**src/rtl/mem_pkg.sv**
```systemverilog
// Shared encodings for the unified-memory arbiter: FSM states, grant owner
// and the default watchdog limit.
package mem_pkg;

    typedef enum logic [1:0] {
        S_IDLE = 2'd0,
        S_BUSY = 2'd1,
        S_RESP = 2'd2
    } state_t;

    typedef enum logic {
        GNT_IF = 1'b0,
        GNT_DM = 1'b1
    } gnt_t;

    localparam int TIMEOUT_CYCLES_DEF = 255;

endpackage

```
**src/rtl/arb_rr2.sv**
```systemverilog
// Two-requester round-robin picker; on a tie the port not served last wins.
module arb_rr2
    import mem_pkg::*;
(
    input  logic req_if,
    input  logic req_dm,
    input  logic last_grant,
    output logic grant,
    output logic grant_valid
);

    always_comb begin
        grant       = GNT_IF;
        grant_valid = req_if | req_dm;
        if (req_if && req_dm)
            grant = (last_grant == GNT_IF) ? GNT_DM : GNT_IF;
        else if (req_dm)
            grant = GNT_DM;
    end

endmodule

```
**src/rtl/mem_arbiter.sv**
```systemverilog
// Shares one variable-latency memory between instruction fetch and data
// access, one transaction at a time, with a per-transaction watchdog.
module mem_arbiter
    import mem_pkg::*;
#(
    parameter int DATA_WIDTH     = 32,
    parameter int ADDRESS_WIDTH  = 32,
    parameter int TIMEOUT_CYCLES = TIMEOUT_CYCLES_DEF
) (
    input  logic                      clk,
    input  logic                      rst,
    input  logic                      if_req,
    input  logic [ADDRESS_WIDTH-1:0]  if_addr,
    output logic [DATA_WIDTH-1:0]     if_rdata,
    output logic                      if_valid,
    output logic                      if_stall,
    input  logic                      dm_req,
    input  logic                      dm_we,
    input  logic [ADDRESS_WIDTH-1:0]  dm_addr,
    input  logic [DATA_WIDTH-1:0]     dm_wdata,
    input  logic [DATA_WIDTH/8-1:0]   dm_be,
    output logic [DATA_WIDTH-1:0]     dm_rdata,
    output logic                      dm_valid,
    output logic                      dm_stall,
    output logic                      mem_req,
    output logic                      mem_we,
    output logic [ADDRESS_WIDTH-1:0]  mem_addr,
    output logic [DATA_WIDTH-1:0]     mem_wdata,
    output logic [DATA_WIDTH/8-1:0]   mem_be,
    input  logic [DATA_WIDTH-1:0]     mem_rdata,
    input  logic                      mem_ack,
    output logic                      bus_err
);

    localparam int CW = $clog2(TIMEOUT_CYCLES + 1);
    localparam logic [CW-1:0] CNT_LAST = CW'(TIMEOUT_CYCLES - 1);

    state_t                     r_state;
    gnt_t                       r_owner;
    logic [CW-1:0]              r_cnt;
    logic                       r_mem_req;
    logic                       r_mem_we;
    logic [ADDRESS_WIDTH-1:0]   r_mem_addr;
    logic [DATA_WIDTH-1:0]      r_mem_wdata;
    logic [DATA_WIDTH/8-1:0]    r_mem_be;
    logic [DATA_WIDTH-1:0]      r_if_rdata;
    logic [DATA_WIDTH-1:0]      r_dm_rdata;
    logic                       r_if_valid;
    logic                       r_dm_valid;
    logic                       r_bus_err;
    logic                       w_grant;
    logic                       w_grant_valid;

    arb_rr2 u_arb (
        .req_if      (if_req),
        .req_dm      (dm_req),
        .last_grant  (r_owner),
        .grant       (w_grant),
        .grant_valid (w_grant_valid)
    );

    // r_owner doubles as the round-robin history: it always names the last port granted.
    always_ff @(posedge clk) begin
        if (rst) begin
            r_state     <= S_IDLE;
            r_owner     <= GNT_IF;
            r_cnt       <= '0;
            r_mem_req   <= 1'b0;
            r_mem_we    <= 1'b0;
            r_mem_addr  <= '0;
            r_mem_wdata <= '0;
            r_mem_be    <= '0;
            r_if_rdata  <= '0;
            r_dm_rdata  <= '0;
            r_if_valid  <= 1'b0;
            r_dm_valid  <= 1'b0;
            r_bus_err   <= 1'b0;
        end else begin
            case (r_state)
                S_IDLE: begin
                    if (w_grant_valid) begin
                        r_owner   <= gnt_t'(w_grant);
                        r_mem_req <= 1'b1;
                        r_cnt     <= '0;
                        r_state   <= S_BUSY;
                        if (w_grant == GNT_DM) begin
                            r_mem_we    <= dm_we;
                            r_mem_addr  <= dm_addr;
                            r_mem_wdata <= dm_wdata;
                            r_mem_be    <= dm_be;
                        end else begin
                            r_mem_we    <= 1'b0;
                            r_mem_addr  <= if_addr;
                            r_mem_wdata <= '0;
                            r_mem_be    <= '1;
                        end
                    end
                end
                S_BUSY: begin
                    if (mem_ack) begin
                        r_mem_req <= 1'b0;
                        r_state   <= S_RESP;
                        if (r_owner == GNT_IF) begin
                            r_if_rdata <= mem_rdata;
                            r_if_valid <= 1'b1;
                        end else begin
                            if (!r_mem_we)
                                r_dm_rdata <= mem_rdata;
                            r_dm_valid <= 1'b1;
                        end
                    end else if (r_cnt == CNT_LAST) begin
                        // Watchdog expiry: complete with zero data and flag the bus.
                        r_mem_req <= 1'b0;
                        r_bus_err <= 1'b1;
                        r_state   <= S_RESP;
                        if (r_owner == GNT_IF) begin
                            r_if_rdata <= '0;
                            r_if_valid <= 1'b1;
                        end else begin
                            r_dm_rdata <= '0;
                            r_dm_valid <= 1'b1;
                        end
                    end else begin
                        r_cnt <= r_cnt + 1'b1;
                    end
                end
                S_RESP: begin
                    r_if_valid <= 1'b0;
                    r_dm_valid <= 1'b0;
                    r_state    <= S_IDLE;
                end
                default: r_state <= S_IDLE;
            endcase
        end
    end

    assign if_stall  = ~rst & if_req & ~r_if_valid;
    assign dm_stall  = ~rst & dm_req & ~r_dm_valid;
    assign if_rdata  = r_if_rdata;
    assign if_valid  = r_if_valid;
    assign dm_rdata  = r_dm_rdata;
    assign dm_valid  = r_dm_valid;
    assign mem_req   = r_mem_req;
    assign mem_we    = r_mem_we;
    assign mem_addr  = r_mem_addr;
    assign mem_wdata = r_mem_wdata;
    assign mem_be    = r_mem_be;
    assign bus_err   = r_bus_err;

endmodule

```
**config.mk**
```make
export PLATFORM = sky130hd
export DESIGN_NAME = mem_arbiter
export DESIGN_NICKNAME = d
export VERILOG_FILES = /design/src/rtl/mem_pkg.sv /design/src/rtl/arb_rr2.sv /design/src/rtl/mem_arbiter.sv
export SDC_FILE = /design/constraint.sdc
export NUM_CORES = 1
export LEC_CHECK = 0
export ABC_AREA = 1
export BUFFER_PORTS_ARGS = -buffer_cell sky130_fd_sc_hd__buf_4
export CAP_MARGIN = 20
export CORE_MARGIN = 2
export CORE_UTILIZATION = 52
export DETAILED_ROUTE_END_ITERATION = 12
export HOLD_SLACK_MARGIN = 0.06
export PLACE_DENSITY_LB_ADDON = 0.25
export SLEW_MARGIN = 10
export SYNTH_ARGS = -nofsm -noshare
export SYNTH_HDL_FRONTEND = slang
export SYNTH_HIERARCHICAL = 1
export SYNTH_SLANG_ARGS = --single-unit
```
**constraint.sdc**
```tcl
create_clock -name clk -period 3.3 [get_ports clk]
set_input_delay 0.495 -clock clk [delete_from_list [all_inputs] [get_ports clk]]
set_output_delay 0.495 -clock clk [all_outputs]
set_load 0.005 [all_outputs]
```
# After elaboration in Yosys (flattened, before gate mapping)
# Index checks and enable logic that the tools add are counted.
# W data, S select, Z words.
[totals]
reg_bits = 148
latch_bits = 0
ram_bits = 0
rom_bits = 0
input_bits = 138
output_inout_bits = 139
elab_cells = 81
n_memories = 0
[classes]
n_addsub = 1
n_mul = 0
n_div = 0
n_lt_le_gt_ge = 0
n_eq_ne = 8
shift = 0
n_mux = 36
bitwise_logic = 10
reduce_logical = 13
[ops]
columns = ["op", "n"]
rows = [
  ["$mux W32", 11],
  ["$mux W8", 3],
  ["$pmux W8 S2", 1],
  ["$mux W1", 13],
  ["$reduce_and A3 Y1", 3],
  ["$add A8 B1 Y8 const B", 1],
  ["$eq A8 B8 Y1 const B", 1],
  ["$reduce_and A4 Y1", 2],
  ["$mux W2", 3],
  ["$ne A2 B2 Y1 const B", 3],
  ["$pmux W1 S2", 3],
  ["$reduce_and A2 Y1", 3],
  ["$reduce_bool A2 Y1", 3],
  ["$not A1 Y1", 5],
  ["$and A1 B1 Y1", 4],
  ["$mux W4", 1],
  ["$pmux W2 S2", 1],
  ["$ne A3 B3 Y1 const B", 1],
  ["$eq A2 B1 Y1 const B", 1],
  ["$eq A2 B2 Y1 const B", 1],
  ["$logic_not A2 Y1", 1],
  ["$ne A2 B1 Y1 const B", 1],
  ["$logic_and A1 B1 Y1", 1],
  ["$or A1 B1 Y1", 1],
]

# Longest topological paths before layout
[logic_depth]
word_depth = 4
depth_mapped = 11
ltp_nobuf = 10

# Hierarchy
# The synthesis kept the hierarchy.
[by_module_without_submodules]
columns = ["mod", "instances", "cells_per_inst", "area_per_inst_um2", "seq_area_each_um2"]
rows = [
  ["mem_arbiter", 1, 930, 6446.2, 2962.8],
  ["arb_rr2", 1, 3, 15.0, 0.0],
]

# Least setup slack after synthesis
# Ideal clock, no wire load.
[synth_timing]
kind = "in2out"
from = "input port rst"
to = "output port dm_stall"
arrival_ns = 1.195
setup_slack_ns = 1.610
path_stages = 5
n_path_buf = 2
path_cell_list = "clkbuf_1 > inv_2 > clkbuf_1 > nand2_1 > nor2_1"
[synth_between]
elab_chain_cells = 3
[synth_rtl]
columns = ["item", "line_no", "rtl"]
rows = [
  ["start, declared", "mem_arbiter.sv:11", "input logic rst,"],
  ["$not A1 Y1", "mem_arbiter.sv:138", "assign dm_stall = ~rst & dm_req & ~r_dm_valid;"],
  ["$and A1 B1 Y1 (2 in series)", "mem_arbiter.sv:138", ""],
  ["end, declared", "mem_arbiter.sv:24", "output logic dm_stall,"],
]
# No other way between the ends.

# Worst setup path after layout
[layout_timing]
from = "register r_state[1]"
to = "register r_cnt[7]"
[layout_between]
elab_chain_cells = 3
elab_cells_between_ends = 8
[layout_rtl]
columns = ["item", "line_no", "rtl"]
rows = [
  ["start, declared", "mem_arbiter.sv:38", "state_t r_state;"],
  ["start signal, assigned", "mem_arbiter.sv:65", "r_state <= S_IDLE;"],
  ["start signal, assigned", "mem_arbiter.sv:85", "r_state <= S_BUSY;"],
  ["start signal, assigned", "mem_arbiter.sv:102", "r_state <= S_RESP;"],
  ["$eq A2 B1 Y1 or $logic_not A2 Y1 (tied branches)", "mem_arbiter.sv:79", "case (r_state)"],
  ["$ne A2 B2 Y1 (no source line), or another cell as far along", "n/a", ""],
  ["$reduce_and A4 Y1 (no source line)", "n/a", ""],
  ["end signal, assigned", "mem_arbiter.sv:124", "r_cnt <= r_cnt + 1'b1;"],
  ["end, declared", "mem_arbiter.sv:40", "logic [CW-1:0] r_cnt;"],
]
# Parallel ways exist; a longest one is shown, timed or not.
# A chain may end at the register's enable or synchronous reset.

==> impl_metrics.ini <==
[outcome]
run_status = completed

[sta]
fin_crit_ns = 2.21
slew_viol_final = 0
max-slew-margin-rel = 0.293
clock.fmax_mhz = 453
timing_hold_violations_final = 0
slew_at_the_pin_closest_to_its_max_slew_limit_ns = 1.06
worst_slack_setup_final_ns = 1.09
fin_setup_tns_ns = 0
grt_setup_unrepaired = no
final_min_period_over_clock_period = 0.669
final.hold.worst_slack_ns = 0.315
clock_skew_ns = 0.00612
setup_viol_count_final = 0

[clocking]
tritoncts = yes
worst_skew_pair.late_latency_ns = 0.42
postCtsHoldBufs = 0
ctsLongestPathBuffers = 2
postCtsSetupBuffers = 0
cts.htree.levels = 4
ctsRootBufferMaster = sky130_fd_sc_hd__clkbuf_16
numClockSinks = 148
clk_transition_reported_paths_ns = 0.06
clock_buffer_count_from_cts = 17
post_cts_resized = 0

[power_and_ir_drop]
static_leakage_nw = 4.58
totalPowerFinal_mw = 5.05
cellPowerDensity_mw_per_mm2 = 550
max-vdd-ir-drop_uv = 322

[logic_synthesis]
post_synth_instance_area_mm2 = 0.00646
synthesis.area_per_instance_um2 = 6.93
synth_cell_types = 28
synthesis.instances = 933
synth_sequential_area_ratio = 0.459
synth_nets = 1077
synthesis.yosys.warnings = 6
synth-seq-cells = 148

[placed_design]
dp_hpwl_um = 12600
portBuffers = 276
place.gp.congestion = 0.850
placement.cell_area_mm2 = 0.00856
place_inst = 1323
placement.setup.worst_slack_ns = 0.998

[routing]
detailroute.via_count = 6671
wl_per_cell_um = 13.5
route.final.wire_length_um = 18300
final_antenna_net_count = 0
post-route-drc-count = 0
detailedRoute.firstPassIterationCount = 5
drtIter0Drc = 657
route.detailed.vias_per_inst = 4.92

[finish]
multi_input_comb_area_mm2 = 0.00290
fin_area_mm2 = 0.00918
finish.utilization = 0.761
ratio_of_cells_with_drive_above_1_in_the_final_layout = 0.281
seqCellArea_mm2 = 0.00296
antennaDiodeCount = 0
design.final.nets = 1318
layout.cells.non_filler = 1355
num-fill-cells = 937
flow.area_growth_from_synthesis_pct = 42.0

[global_routing]
initial_antenna_violation_count = 0
number_of_global_route_vias_before_repair = 5909
grt-ovfl-total = 0
grt_max_degree = 108
grt_first_pass_wirelength_um = 28200
global_route_usage_sum = 0.270

[floorplan]
start_util = 0.536
coreArea_mm2 = 0.0121
floorplan_row_count = 40
die_w_um = 115
ioPinCount = 277
floorplan.die_area_mm2 = 0.0133
floorplan.die.height_um = 115

[setup_path]
worstSetupEndpointType = flop
arrival_ns = 2.52
critical_path_class = flop to flop
worstPathRequired_ns = 3.61
crit_path_max_fanout = 11
timing.critical_path.from_type = flop

[min_path]
min_path_type = input pin to flop

[run]
drv.max_cap_violation_count = 0
-- sequential cells by signal, summed over array words and instances, names as in the netlist --
name       cells
bus_err        1
mem_addr      32
mem_req        1
mem_wdata     32
r_state        2
r_owner        1
dm_valid       1
mem_we         1
mem_be         4
r_cnt          8
if_rdata      32
if_valid       1
dm_rdata      32
-- cell usage in the layout (no fill, tap or decap), types with 6 or more instances in the layout --
cell type	Yosys	final
sky130_fd_sc_hd__a21oi_1	110	109
sky130_fd_sc_hd__buf_4	6	284
sky130_fd_sc_hd__clkbuf_16	0	17
sky130_fd_sc_hd__clkbuf_8	0	7
sky130_fd_sc_hd__dfxtp_1	148	148
sky130_fd_sc_hd__ha_1	6	6
sky130_fd_sc_hd__inv_1	85	85
sky130_fd_sc_hd__nand2_1	299	299
sky130_fd_sc_hd__nand3_1	76	76
sky130_fd_sc_hd__nor2_1	82	82
sky130_fd_sc_hd__o211ai_1	32	32
-- kinds of logic (layout without fill, tap and decap cells) --
family / Yosys count / after routing / share of synthesized area
flip-flops: 148 / 148 / 0.459
adder cells (fa/ha/maj): 6 / 6 / 0.0116
AO/OA/AOI/OAI: 154 / 154 / 0.138
buffers and inverters: 153 / 407 / 0.0951
AND/OR/NAND/NOR: 472 / 472 / 0.297
-- power by group --
part           leakage [nW]  internal (mW)  total, mW  switching (mW)
Clock                 0.298           1.25       1.98           0.725
Combinational          3.07          0.479       1.02           0.541
Sequential             1.21           1.95       2.05          0.0971
Total                  4.58           3.68       5.05            1.36
-- per-layer routing --
layer / GRT usage / part of all wire
met4: 0.137 / 0.036
met3: 0.0873 / 0.077
met1: 0.302 / 0.39
met5: 0 / 0
met2: 0.461 / 0.50
-- final cells by class --
cell class,instances,area share
clock inverter,7,0.0101
multi-input combinational,632,0.315
tap,168,0.0229
inverter,90,0.0369
sequential,148,0.323
clock buffer,25,0.0573
timing repair buffer,285,0.234
-- worst max-delay path, stage by stage, from the launching register on --
cell                       delay, ns
sky130_fd_sc_hd__dfxtp_1        0.32
sky130_fd_sc_hd__inv_1          0.10
sky130_fd_sc_hd__ha_1           0.43
sky130_fd_sc_hd__clkinv_1       0.36
sky130_fd_sc_hd__nand2_1        0.23
sky130_fd_sc_hd__nand3_1        0.34
sky130_fd_sc_hd__a21oi_1        0.25
sky130_fd_sc_hd__nor2_1         0.06
-- path summary, 6_finish.rpt --
path,from,to,slack (ns),cells after the start
max,r_state[1]$_SDFFE_PP0P_,r_cnt[7]$_SDFFE_PP0P_,1.09,7
min,mem_rdata[12],if_rdata[12]$_SDFFE_PP0P_,0.31,3
max reg2reg,r_state[1]$_SDFFE_PP0P_,r_cnt[7]$_SDFFE_PP0P_,1.09,7
min reg2reg,mem_wdata[21]$_SDFFE_PP0P_,mem_wdata[21]$_SDFFE_PP0P_,0.46,2
-- cell usage after synthesis --
cell | number | share of area
sky130_fd_sc_hd__nor2_4 | 1 | 0.0017
sky130_fd_sc_hd__nand4_1 | 4 | 0.0039
sky130_fd_sc_hd__nor2_1 | 82 | 0.048
sky130_fd_sc_hd__a21oi_1 | 110 | 0.085
sky130_fd_sc_hd__inv_2 | 2 | 0.0012
sky130_fd_sc_hd__nand3_1 | 76 | 0.059
sky130_fd_sc_hd__o21bai_1 | 1 | 0.0012
sky130_fd_sc_hd__or2_1 | 1 | 0.00097
sky130_fd_sc_hd__a21boi_0 | 1 | 0.0012
sky130_fd_sc_hd__buf_2 | 14 | 0.011
sky130_fd_sc_hd__nor3_1 | 1 | 0.00077
sky130_fd_sc_hd__nor2_2 | 2 | 0.0019
sky130_fd_sc_hd__o221a_2 | 4 | 0.0070
sky130_fd_sc_hd__o21ai_2 | 1 | 0.0014
sky130_fd_sc_hd__o211ai_1 | 32 | 0.037
sky130_fd_sc_hd__ha_1 | 6 | 0.012
sky130_fd_sc_hd__inv_1 | 85 | 0.049
sky130_fd_sc_hd__o21a_1 | 2 | 0.0023
sky130_fd_sc_hd__or2_2 | 1 | 0.00097
sky130_fd_sc_hd__dfxtp_1 | 148 | 0.46
sky130_fd_sc_hd__nand2_1 | 299 | 0.17
sky130_fd_sc_hd__buf_4 | 6 | 0.0070
sky130_fd_sc_hd__buf_1 | 6 | 0.0035
sky130_fd_sc_hd__o21ai_0 | 3 | 0.0023
sky130_fd_sc_hd__clkinv_1 | 3 | 0.0017
sky130_fd_sc_hd__nand3_4 | 1 | 0.0027
sky130_fd_sc_hd__nand2_2 | 4 | 0.0039
sky130_fd_sc_hd__clkbuf_1 | 37 | 0.021
Note: power is estimated with default switching activity, not from simulation.
